<file path="src/rtl/punc_control.sv">
// ============================================================================
// Module      : punc_control
// Description : PUnC LC3 control FSM; decodes ir into datapath selects/enables.
// Revision    : 1.0 - initial release
// ============================================================================
`default_nettype none

module punc_control #(
    parameter logic [3:0] HALT_OPCODE = 4'hF
) (
    input  logic       clk,
    input  logic       rst,
    input  logic [15:0] ir,
    input  logic       n,
    input  logic       z,
    input  logic       p,
    output logic       mem_w_en,
    output logic [1:0] mem_w_addr_sel,
    output logic       mem_w_data_sel,
    output logic [1:0] mem_r_addr_sel,
    output logic       rf_w_en,
    output logic       rf_r0_addr_sel,
    output logic       rf_r1_addr_sel,
    output logic [1:0] rf_w_data_sel,
    output logic       rf_w_addr_sel,
    output logic       ir_ld,
    output logic       pc_ld,
    output logic       pc_clr,
    output logic       pc_inc,
    output logic [1:0] pc_ld_data_sel,
    output logic [2:0] alu_sel,
    output logic       cond_ld,
    output logic       cond_ld_data_sel,
    output logic       ldi_reg_ld,
    output logic       halted
);

    localparam logic [3:0] c_OP_BR  = 4'b0000;
    localparam logic [3:0] c_OP_ADD = 4'b0001;
    localparam logic [3:0] c_OP_LD  = 4'b0010;
    localparam logic [3:0] c_OP_ST  = 4'b0011;
    localparam logic [3:0] c_OP_JSR = 4'b0100;
    localparam logic [3:0] c_OP_AND = 4'b0101;
    localparam logic [3:0] c_OP_LDR = 4'b0110;
    localparam logic [3:0] c_OP_STR = 4'b0111;
    localparam logic [3:0] c_OP_NOT = 4'b1001;
    localparam logic [3:0] c_OP_LDI = 4'b1010;
    localparam logic [3:0] c_OP_STI = 4'b1011;
    localparam logic [3:0] c_OP_JMP = 4'b1100;
    localparam logic [3:0] c_OP_LEA = 4'b1110;

    localparam logic [2:0] c_ALU_ADD   = 3'd0;
    localparam logic [2:0] c_ALU_ADDI  = 3'd1;
    localparam logic [2:0] c_ALU_NOT   = 3'd2;
    localparam logic [2:0] c_ALU_AND   = 3'd3;
    localparam logic [2:0] c_ALU_ANDI  = 3'd4;

    typedef enum logic [2:0] {
        S_INIT   = 3'd0,
        S_FETCH  = 3'd1,
        S_DECODE = 3'd2,
        S_EXEC   = 3'd3,
        S_EXEC2  = 3'd4,
        S_HALT   = 3'd5
    } state_t;

    state_t     state_q;
    state_t     state_d;
    logic [3:0] w_opcode;
    logic       w_br_taken;
    logic       w_unused_ir;

    assign w_opcode    = ir[15:12];
    // nzp = 000 never matches, so that encoding is effectively a NOP.
    assign w_br_taken  = (ir[11] & n) | (ir[10] & z) | (ir[9] & p);
    assign w_unused_ir = ^{ir[8:6], ir[4:0]};

    always_ff @(posedge clk or posedge rst) begin
        if (rst) begin
            state_q <= S_INIT;
        end else begin
            state_q <= state_d;
        end
    end

    always_comb begin
        state_d = S_INIT;
        case (state_q)
            S_INIT:   state_d = S_FETCH;
            S_FETCH:  state_d = S_DECODE;
            S_DECODE: state_d = S_EXEC;
            S_EXEC: begin
                if (w_opcode == HALT_OPCODE) begin
                    state_d = S_HALT;
                end else if (w_opcode == c_OP_LDI) begin
                    state_d = S_EXEC2;
                end else begin
                    state_d = S_FETCH;
                end
            end
            S_EXEC2:  state_d = S_FETCH;
            S_HALT:   state_d = S_HALT;
            default:  state_d = S_INIT;
        endcase
    end

    always_comb begin
        mem_w_en         = 1'b0;
        mem_w_addr_sel   = 2'd0;
        mem_w_data_sel   = 1'b0;
        mem_r_addr_sel   = 2'd0;
        rf_w_en          = 1'b0;
        rf_r0_addr_sel   = 1'b0;
        rf_r1_addr_sel   = 1'b0;
        rf_w_data_sel    = 2'd0;
        rf_w_addr_sel    = 1'b0;
        ir_ld            = 1'b0;
        pc_ld            = 1'b0;
        pc_clr           = 1'b0;
        pc_inc           = 1'b0;
        pc_ld_data_sel   = 2'd0;
        alu_sel          = 3'd0;
        cond_ld          = 1'b0;
        cond_ld_data_sel = 1'b0;
        ldi_reg_ld       = 1'b0;
        halted           = 1'b0;

        case (state_q)
            S_INIT: pc_clr = 1'b1;
            S_FETCH: begin
                ir_ld  = 1'b1;
                pc_inc = 1'b1;
            end
            S_EXEC: begin
                if (w_opcode != HALT_OPCODE) begin
                    case (w_opcode)
                        c_OP_ADD: begin
                            rf_w_en = 1'b1;
                            cond_ld = 1'b1;
                            alu_sel = ir[5] ? c_ALU_ADDI : c_ALU_ADD;
                        end
                        c_OP_AND: begin
                            rf_w_en = 1'b1;
                            cond_ld = 1'b1;
                            alu_sel = ir[5] ? c_ALU_ANDI : c_ALU_AND;
                        end
                        c_OP_NOT: begin
                            rf_w_en = 1'b1;
                            cond_ld = 1'b1;
                            alu_sel = c_ALU_NOT;
                        end
                        c_OP_BR:  pc_ld = w_br_taken;
                        c_OP_JMP: begin
                            pc_ld          = 1'b1;
                            pc_ld_data_sel = 2'd1;
                        end
                        // Link write and PC load share an edge, so JSRR R7 jumps to the old R7.
                        c_OP_JSR: begin
                            rf_w_en        = 1'b1;
                            rf_w_data_sel  = 2'd2;
                            rf_w_addr_sel  = 1'b1;
                            pc_ld          = 1'b1;
                            pc_ld_data_sel = ir[11] ? 2'd2 : 2'd1;
                        end
                        c_OP_LD, c_OP_LDR: begin
                            mem_r_addr_sel   = (w_opcode == c_OP_LD) ? 2'd1 : 2'd2;
                            rf_w_en          = 1'b1;
                            rf_w_data_sel    = 2'd1;
                            cond_ld          = 1'b1;
                            cond_ld_data_sel = 1'b1;
                        end
                        c_OP_LEA: begin
                            rf_w_en          = 1'b1;
                            rf_w_data_sel    = 2'd3;
                            cond_ld          = 1'b1;
                            cond_ld_data_sel = 1'b1;
                        end
                        c_OP_ST: begin
                            mem_w_en       = 1'b1;
                            rf_r0_addr_sel = 1'b1;
                        end
                        c_OP_STR: begin
                            mem_w_en       = 1'b1;
                            mem_w_addr_sel = 2'd1;
                            rf_r0_addr_sel = 1'b1;
                            rf_r1_addr_sel = 1'b1;
                        end
                        c_OP_STI: begin
                            mem_w_en       = 1'b1;
                            mem_r_addr_sel = 2'd1;
                            mem_w_addr_sel = 2'd2;
                            rf_r0_addr_sel = 1'b1;
                        end
                        c_OP_LDI: begin
                            mem_r_addr_sel = 2'd1;
                            ldi_reg_ld     = 1'b1;
                        end
                        default: ;
                    endcase
                end
            end
            S_EXEC2: begin
                mem_r_addr_sel   = 2'd3;
                rf_w_en          = 1'b1;
                rf_w_data_sel    = 2'd1;
                cond_ld          = 1'b1;
                cond_ld_data_sel = 1'b1;
            end
            S_HALT: halted = 1'b1;
            default: ;
        endcase
    end

endmodule

`default_nettype wire

</file>
<file path="config.mk">
export PLATFORM = sky130hd
export DESIGN_NAME = punc_control
export DESIGN_NICKNAME = d
export VERILOG_FILES = /design/src/rtl/punc_control.sv
export SDC_FILE = /design/constraint.sdc
export NUM_CORES = 1
export LEC_CHECK = 0
export ABC_CLOCK_PERIOD_IN_PS = 3000
export BUFFER_PORTS_ARGS = -buffer_cell sky130_fd_sc_hd__buf_2
export CAP_MARGIN = 30
export CORE_AREA = 10 10 47 49
export CTS_BUF_LIST = sky130_fd_sc_hd__clkbuf_4 sky130_fd_sc_hd__clkbuf_8
export CTS_CLUSTER_DIAMETER = 150
export DETAILED_ROUTE_END_ITERATION = 16
export DIE_AREA = 0 0 57 59
export PLACE_DENSITY_LB_ADDON = 0.2
export SYNTH_ARGS = -nofsm -noshare
export SYNTH_HDL_FRONTEND = slang
export SYNTH_SLANG_ARGS = --single-unit
</file>
<file path="constraint.sdc">
create_clock -name clk -period 3 [get_ports clk]
set_input_delay 0.45 -clock clk [delete_from_list [all_inputs] [get_ports clk]]
set_output_delay 0.45 -clock clk [all_outputs]
set_load 0.01 [all_outputs]
</file>
* Word level (Yosys, flattened, before mapping)
Cells that the tools add are included.
W data, S select, Z words.
** Word-level totals
- Flip-flop bits (word level) :: 3
- Bits in latches :: 0
- Bits in writable memories :: 0
- Bits in read-only memories :: 0
- Output and inout port bits :: 25
- Memories :: 0
** Cells by class
- Add/subtract/negate cells :: 0
- Multiply operators :: 0
- Divide/modulo/power cells :: 0
- Magnitude comparators :: 0
- Eq/ne operators :: 19
- Shift-type cells :: 0
- Mux-type cells :: 49
- Bitwise logic cells :: 5
- Reduce and logical (&&, ||, !) cells :: 10
** Operators with widths (number)
- $eq A4 B4 Y1 const B :: 6
- $mux W1 :: 24
- $pmux W2 S2 :: 5
- $eq A4 B3 Y1 const B :: 4
- $mux W2 :: 8
- $mux W3 :: 5
- $pmux W3 S5 :: 1
- $pmux W3 S3 :: 1
- $eq A4 B2 Y1 const B :: 2
- $pmux W1 S2 :: 4
- $reduce_or A2 Y1 :: 4
- $reduce_or A7 Y1 :: 1
- $eq A3 B2 Y1 const B :: 2
- $eq A3 B3 Y1 const B :: 2
- $pmux W2 S3 :: 1
- $reduce_or A3 Y1 :: 2
- $reduce_or A6 Y1 :: 1
- $eq A4 B1 Y1 const B :: 1
- $logic_not A4 Y1 :: 1
- $ne A4 B4 Y1 const B :: 1
- $and A1 B1 Y1 :: 3
- $eq A3 B1 Y1 const B :: 1
- $logic_not A3 Y1 :: 1
- $or A1 B1 Y1 :: 2

* Depth between registers and ports, before layout
Gate-level depths: netlist of the first run.
- Depth after elaboration :: 6
- Depth in mapped cells :: 5
- Gate-level depth less buffers :: 3

* Worst setup path after synthesis of the first run
OpenSTA, ideal clock, no wires.
- Path type :: reg2out
- Start :: reg state_q[1]
- End :: out rf_r0_addr_sel
- Arrival :: 1.297 ns
- Slack :: 1.253 ns
- Stages on the path, launching flop included :: 6
- Path buffers :: 2
- Cells stage by stage :: dfrtp_1 > buf_2 > and3b_1 > nand3_1 > a21oi_1 > buf_4
** Between the ends
- Longest elaborated chain between the ends :: 2
** RTL lines
- from (decl) :: RTL line 67 : state_t state_q;
- from (signal assigned) :: RTL line 82 : state_q <= state_d;
- $eq A3 B2 Y1
- $mux W1
- to (decl) :: RTL line 22 : output logic rf_r0_addr_sel,
Every way passes these cells.

* Final worst setup path of the first run
- Start :: reg state_q[1]
- End :: out rf_r0_addr_sel
** Between the ends
- Longest elaborated chain between the ends :: 2
** RTL lines
- $eq A3 B2 Y1 :: RTL line 128 : case (state_q)
- $mux W1 :: RTL line 128
Every way passes these cells.

==> impl_metrics.json, run 1 <==
{
  "outcome": "finished, final reports clean",
  "drt_pass1_iterations": 5,
  "grt_pass1_wl_mm": 2.66,
  "postSynthAreaPerCell_um2": 7.32,
  "io_pins": 46,
  "first_global_vias": 612,
  "rows": 14,
  "synth_seq_area_share_pct": 15.1,
  "setup_viol": 0,
  "grt_start_max_net_pins": 12,
  "clk_pin_slew_ns": 0.04,
  "critPathLaunchType": "register",
  "p_leak_uw": 0.000395,
  "regArea_um2": 75.1,
  "antenna_found_initial": 0,
  "yosysTopAreaCellShare_pct": 15.1,
  "synth-edff-count": 0,
  "fp.dieW_um": 57,
  "vias": 582,
  "synth_most_common_cell": "nor2_1",
  "cts_setup_buffers": 0,
  "cts_tree": "done",
  "path_cells": "and3b_1 > nand3_1 > a21oi_1 > buf_2",
  "grt.busiest_layer": "met2",
  "synthesis.nets": 89,
  "required_ns": 2.55,
  "crit_path_top_delay_cell": "dfrtp_1",
  "dieArea_mm2": 0.00336,
  "place_hpwl_mm": 1.32,
  "use_met2_pct": 16.3,
  "yosys-top-cells-count": "nor2_1, buf_2, nand2_1, nand2b_1",
  "ant_nets": 0,
  "max_freq_mhz": 497,
  "hold_viol": 0,
  "cts_root_buf": "clkbuf_4",
  "synthMuxAreaShare_pct": 0,
  "synth_compound_area_share_pct": 14.6,
  "regMostFlops": "state_q",
  "htree_num_levels": 1,
  "cts_resized": 0,
  "drt_iter0_drc": 7,
  "period_share_pct": 67.1,
  "synth_ff_type": "dfrtp_1",
  "synth.distinct_cells": 31,
  "cpPeakStageDelay_ns": 0.52,
  "n_fill_cell": 160,
  "slew_viol_final": 0,
  "hold_class": "in2async",
  "multi_input_area_um2": 364,
  "finClkSkew_ns": 0.00210,
  "diodes": 0,
  "fin_crit_ns": 2.01,
  "syn-cell-area_um2": 498,
  "route.detailed.drc": 0,
  "rsz0062_at_grt": "false",
  "critPathMaxFanout": 10,
  "via_per_inst": 5.06,
  "wl_per_cell_um": 14.3,
  "syn2layout_area_growth_pct": 35.9,
  "largest_reg_flops": 3,
  "yosys.area_share.xor_xnor_pct": 7.04,
  "use_met3_pct": 3.65,
  "syn-instance-count": 68,
  "synth_fa_ha_area_share_pct": 0,
  "place.gp.congestion": 0.672,
  "ys_warn_count": 0,
  "holdBufCountCts": 0,
  "timing.hold.ws_ns": 0.0760,
  "clock_path_buffers": 2,
  "synth-seq-cells": 3,
  "cts_made_buffers": 3,
  "fin_nets": 121,
  "setup_tns_ns": 0,
  "core_area_mm2": 0.00140,
  "start_util_pct": 35.5,
  "async_flop_share_pct": 100,
  "synthSimpleGateAreaFrac_pct": 50.8,
  "clock_latency_ns": 0.23,
  "cts_sinks": 3,
  "critPathArrivalTime_ns": 1.56,
  "track_usage_pct": 9.29,
  "synth_top_family_by_area": "simple AND/OR/NAND/NOR gates",
  "peakVddDrop_mv": 0.517,
  "path_class": "reg2out",
  "layout-drive-gt1-share_pct": 42.4,
  "drt_wl_total_mm": 1.65,
  "reg_top3": "state_q: 3 flops",
  "die_h_um": 59,
  "synth.area.top_cells": "dfrtp_1, nand2b_1, xnor2_1",
  "yosys.area.top_type": "dfrtp_1",
  "gr-usage-met1_pct": 9.99,
  "cellPowerDensity_mw_per_mm2": 617,
  "overflow": 0,
  "cap_violations": 0,
  "endpoint_kind": "output port",
  "io_buffers": 36
}
==> worst max-delay path, delay by kind of cell, from the launching register on <==
kind	cells	cell delay [ns]
and+or+nand+nor	2	0.48
AOI/OAI and AO/OA	1	0.17
buffers and inverters	1	0.16
DFF	1	0.52
==> final cells by class <==
class / instances / share of cell area (%)
Inverter: 2 / 1.11
Multi-Input combinational cell: 54 / 53.8
Tap cell: 16 / 2.96
Clock buffer: 4 / 4.44
Timing Repair Buffer: 36 / 26.6
Sequential cell: 3 / 11.1
==> placed cells by master (no fill, tap or decap), types with 2 or more instances in the layout <==
cell type  count
nor3_1         3
or3b_1         2
and3b_1        2
nor2_1         6
dfrtp_1        3
buf_2         36
nor2b_1        4
clkbuf_4       4
o21a_1         2
nand3_1        4
nand2b_1       5
o21ai_0        2
inv_1          2
nand2_1        5
xnor2_1        3
nor4_1         2
==> metrics by stage <==
stage               total power (uW)  utilization [%]  area [um2]  setup WS, ns  cells
global route                     454             48.3         677         0.874    115
global placement                 338             46.2         647          1.15    111
CTS                              425             48.3         677         0.977    115
finish                           417             48.3         677         0.988    115
detailed placement               342             46.2         647          1.14    111
floorplan                        273                -         498          1.25     68
==> layer usage <==
metal	wire length, um	up-vias	share of wire, %
li1	-	301	-
met1	733	257	45
met2	809	24	49
met3	102	0	6.2
met4	0	0	0
met5	0	-	0
==> cell families (layout without fill, tap and decap cells) <==
family | Yosys count | count (layout)
AO/OA/AOI/OAI | 10 | 10
flip-flops | 3 | 3
XOR/XNOR | 4 | 4
buffers and inverters | 11 | 42
AND/OR/NAND/NOR | 39 | 39
other | 1 | 1
==> final timing paths <==
check,from,endpoint,slack [ns],cells after the start
worst max register to register,state_q[1],state_q[2],1.88,2
min in group clk,state_q[2],state_q[1],0.59,1
worst max-delay path,state_q[1],rf_r0_addr_sel,0.99,4
worst min register to register,state_q[2],state_q[1],0.59,1
max in group asynchronous,rst,state_q[2],2.79,2
worst min-delay path,rst,state_q[1],0.08,2
==> where the power goes <==
part	switching, uW	internal (uW)
Sequential	40.4	57.0
Clock	20.0	58.8
Combinational	132	109
No activity file was read; power rests on OpenSTA's default activity.
==> inputs of run 2 (changes only) <==
--- a/config.mk
+++ b/config.mk
@@ -5,14 +5,14 @@
 export SDC_FILE = /design/constraint.sdc
 export NUM_CORES = 1
 export LEC_CHECK = 0
-export ABC_CLOCK_PERIOD_IN_PS = 3000
+export ABC_CLOCK_PERIOD_IN_PS = 1700
 export BUFFER_PORTS_ARGS = -buffer_cell sky130_fd_sc_hd__buf_2
 export CAP_MARGIN = 30
-export CORE_AREA = 10 10 47 49
+export CORE_MARGIN = 10
+export CORE_UTILIZATION = 34
 export CTS_BUF_LIST = sky130_fd_sc_hd__clkbuf_4 sky130_fd_sc_hd__clkbuf_8
 export CTS_CLUSTER_DIAMETER = 150
 export DETAILED_ROUTE_END_ITERATION = 16
-export DIE_AREA = 0 0 57 59
 export PLACE_DENSITY_LB_ADDON = 0.2
 export SYNTH_ARGS = -nofsm -noshare
 export SYNTH_HDL_FRONTEND = slang
==> constraint.sdc (replaced) <==
create_clock -name clk -period 1.7 [get_ports clk]
set_input_delay 0.255 -clock clk [delete_from_list [all_inputs] [get_ports clk]]
set_output_delay 0.255 -clock clk [all_outputs]
set_load 0.01 [all_outputs]
==> run 2 against run 1 <==
  * Die area rose by 0.96%
  * Combinational power rose by 120%
  * Sequential power rose by 65%
  * Non-clock buffer count rose by 6
  * Global-route usage rose by 0.62 points
  * First-iteration DRC count did not move
  * Utilization rose by 8.3 points
  * Flip-flop and latch count did not move
  * Routed wire length fell by 0.85%
  * Register-to-register slack got worse by 1.3 ns
  * Final area rose by 11%
  * Power rose by 100%
==> impl_metrics.json, run 2 (same netlist as run 1, synthesis figures left out) <==
{
  "fin_util_pct": 56.6,
  "peakVddDrop_mv": 0.869,
  "clock_latency_ns": 0.24,
  "place.gp.congestion": 0.659,
  "max_freq_mhz": 593,
  "largest_reg_flops": 3,
  "track_usage_pct": 9.91,
  "slew_viol_final": 0,
  "hold_viol": 0,
  "use_met3_pct": 3.92,
  "drt_iter0_drc": 7,
  "via_per_inst": 4.93,
  "critPathLaunchType": "register",
  "path_class": "reg2out",
  "dpl_worst_slack_ns": 0.168,
  "cts_sinks": 3,
  "cap_violations": 0,
  "start_util_pct": 37.3,
  "outcome": "finished, final reports clean",
  "layout-drive-gt1-share_pct": 54.3,
  "period_share_pct": 99.3,
  "io_buffers": 36,
  "layout_commonest_cell": "buf_2",
  "total_power_uw": 848,
  "reg2reg_depth": 3,
  "first_global_vias": 631,
  "rows": 13,
  "fp.dieW_um": 58.3,
  "critPathArrivalTime_ns": 1.43,
  "cts_made_buffers": 3,
  "ant_nets": 0,
  "fin_crit_ns": 1.69,
  "clock_path_buffers": 2,
  "antenna_found_initial": 0,
  "critPathMaxFanout": 7,
  "grt_pass1_wl_mm": 2.77,
  "n_fill_cell": 134,
  "drt_wl_total_mm": 1.63,
  "regMostFlops": "state_q",
  "setup_ws_ns": 0.0122,
  "drt_pass1_iterations": 4,
  "fin_nets": 127,
  "grt.busiest_layer": "met2",
  "setup_viol": 0,
  "die_h_um": 58.3,
  "place_hpwl_mm": 1.31,
  "final_cell_mix": "buf_2, nor2_1, nand2b_1, buf_4",
  "clk_pin_slew_ns": 0.04,
  "io_pins": 46,
  "route.detailed.drc": 0,
  "grt_start_max_net_pins": 12,
  "gr-usage-met1_pct": 11.3,
  "cts_tree": "done",
  "vias": 591,
  "required_ns": 1.44,
  "setup_tns_ns": 0,
  "cellPowerDensity_mw_per_mm2": 1120,
  "finClkSkew_ns": 0.00472,
  "overflow": 0,
  "hold_class": "in2async",
  "htree_num_levels": 1,
  "syn2layout_area_growth_pct": 51.5,
  "endpoint_kind": "output port",
  "diodes": 0,
  "reg_top3": "state_q: 3 flops",
  "core_area_mm2": 0.00133,
  "rsz0062_at_grt": "true",
  "wl_per_cell_um": 13.6,
  "use_met2_pct": 15.0,
  "p_leak_uw": 0.000425,
  "dieArea_mm2": 0.00340,
  "cts_root_buf": "clkbuf_4"
}
## run 2: cell type report
cell class,instances,area [um2],share of cell area [%]
clock buffers,4,30.0,3.98
inverters,2,7.51,0.995
well taps,15,18.8,2.49
multi-input cells,54,392,51.9
flip-flops and latches,3,78.8,10.4
repair buffers,42,228,30.2
## run 2: worst paths after layout
path | startpoint | to | slack (ns)
worst max-delay path | state_q[2] | cond_ld | 0.01
worst min-delay path | rst | state_q[1] | 0.42
worst max register to register | state_q[1] | state_q[2] | 0.62
worst min register to register | state_q[2] | state_q[1] | 0.59
max in group asynchronous | rst | state_q[0] | 1.14
min in group clk | ir[13] | state_q[2] | 0.42
## run 2: per-layer routing
layer	part of all wire, %	wire length, um
met2	45	742
met4	0.86	14
met3	8.1	133
met1	45	741
met5	0	0
## run 2: where the power goes
part / internal (uW) / switching [uW] / total [uW]
clock: 104 / 45.1 / 150
sequential: 107 / 54.0 / 161
combinational: 265 / 273 / 538
total: 476 / 372 / 848
## run 2: worst max-delay path, cell delays in order (launching register included)
cell	delay [ns]
dfrtp_2	0.41
nand3b_4	0.21
or3b_1	0.36
nand3_1	0.08
buf_2	0.13
## run 2: stage by stage
step / instances / instance area [um2] / hold WS (ns)
after detailed placement: 111 / 653 / 0.123
after floorplan: 68 / 498 / 0.00864
after global routing: 120 / 754 / 0.431
after CTS: 119 / 728 / 0.407
after global placement: 111 / 653 / 0.117
final: 120 / 754 / 0.418
## run 2: timing repair
action                                  4_1_cts  5_1_grt
hold endpoints to repair                      3        0
setup buffers                                 3        1
endpoints found under the setup margin        7        9
pin swaps                                     1        2
hold buffers                                  1        0
gates resized for setup                       5        5
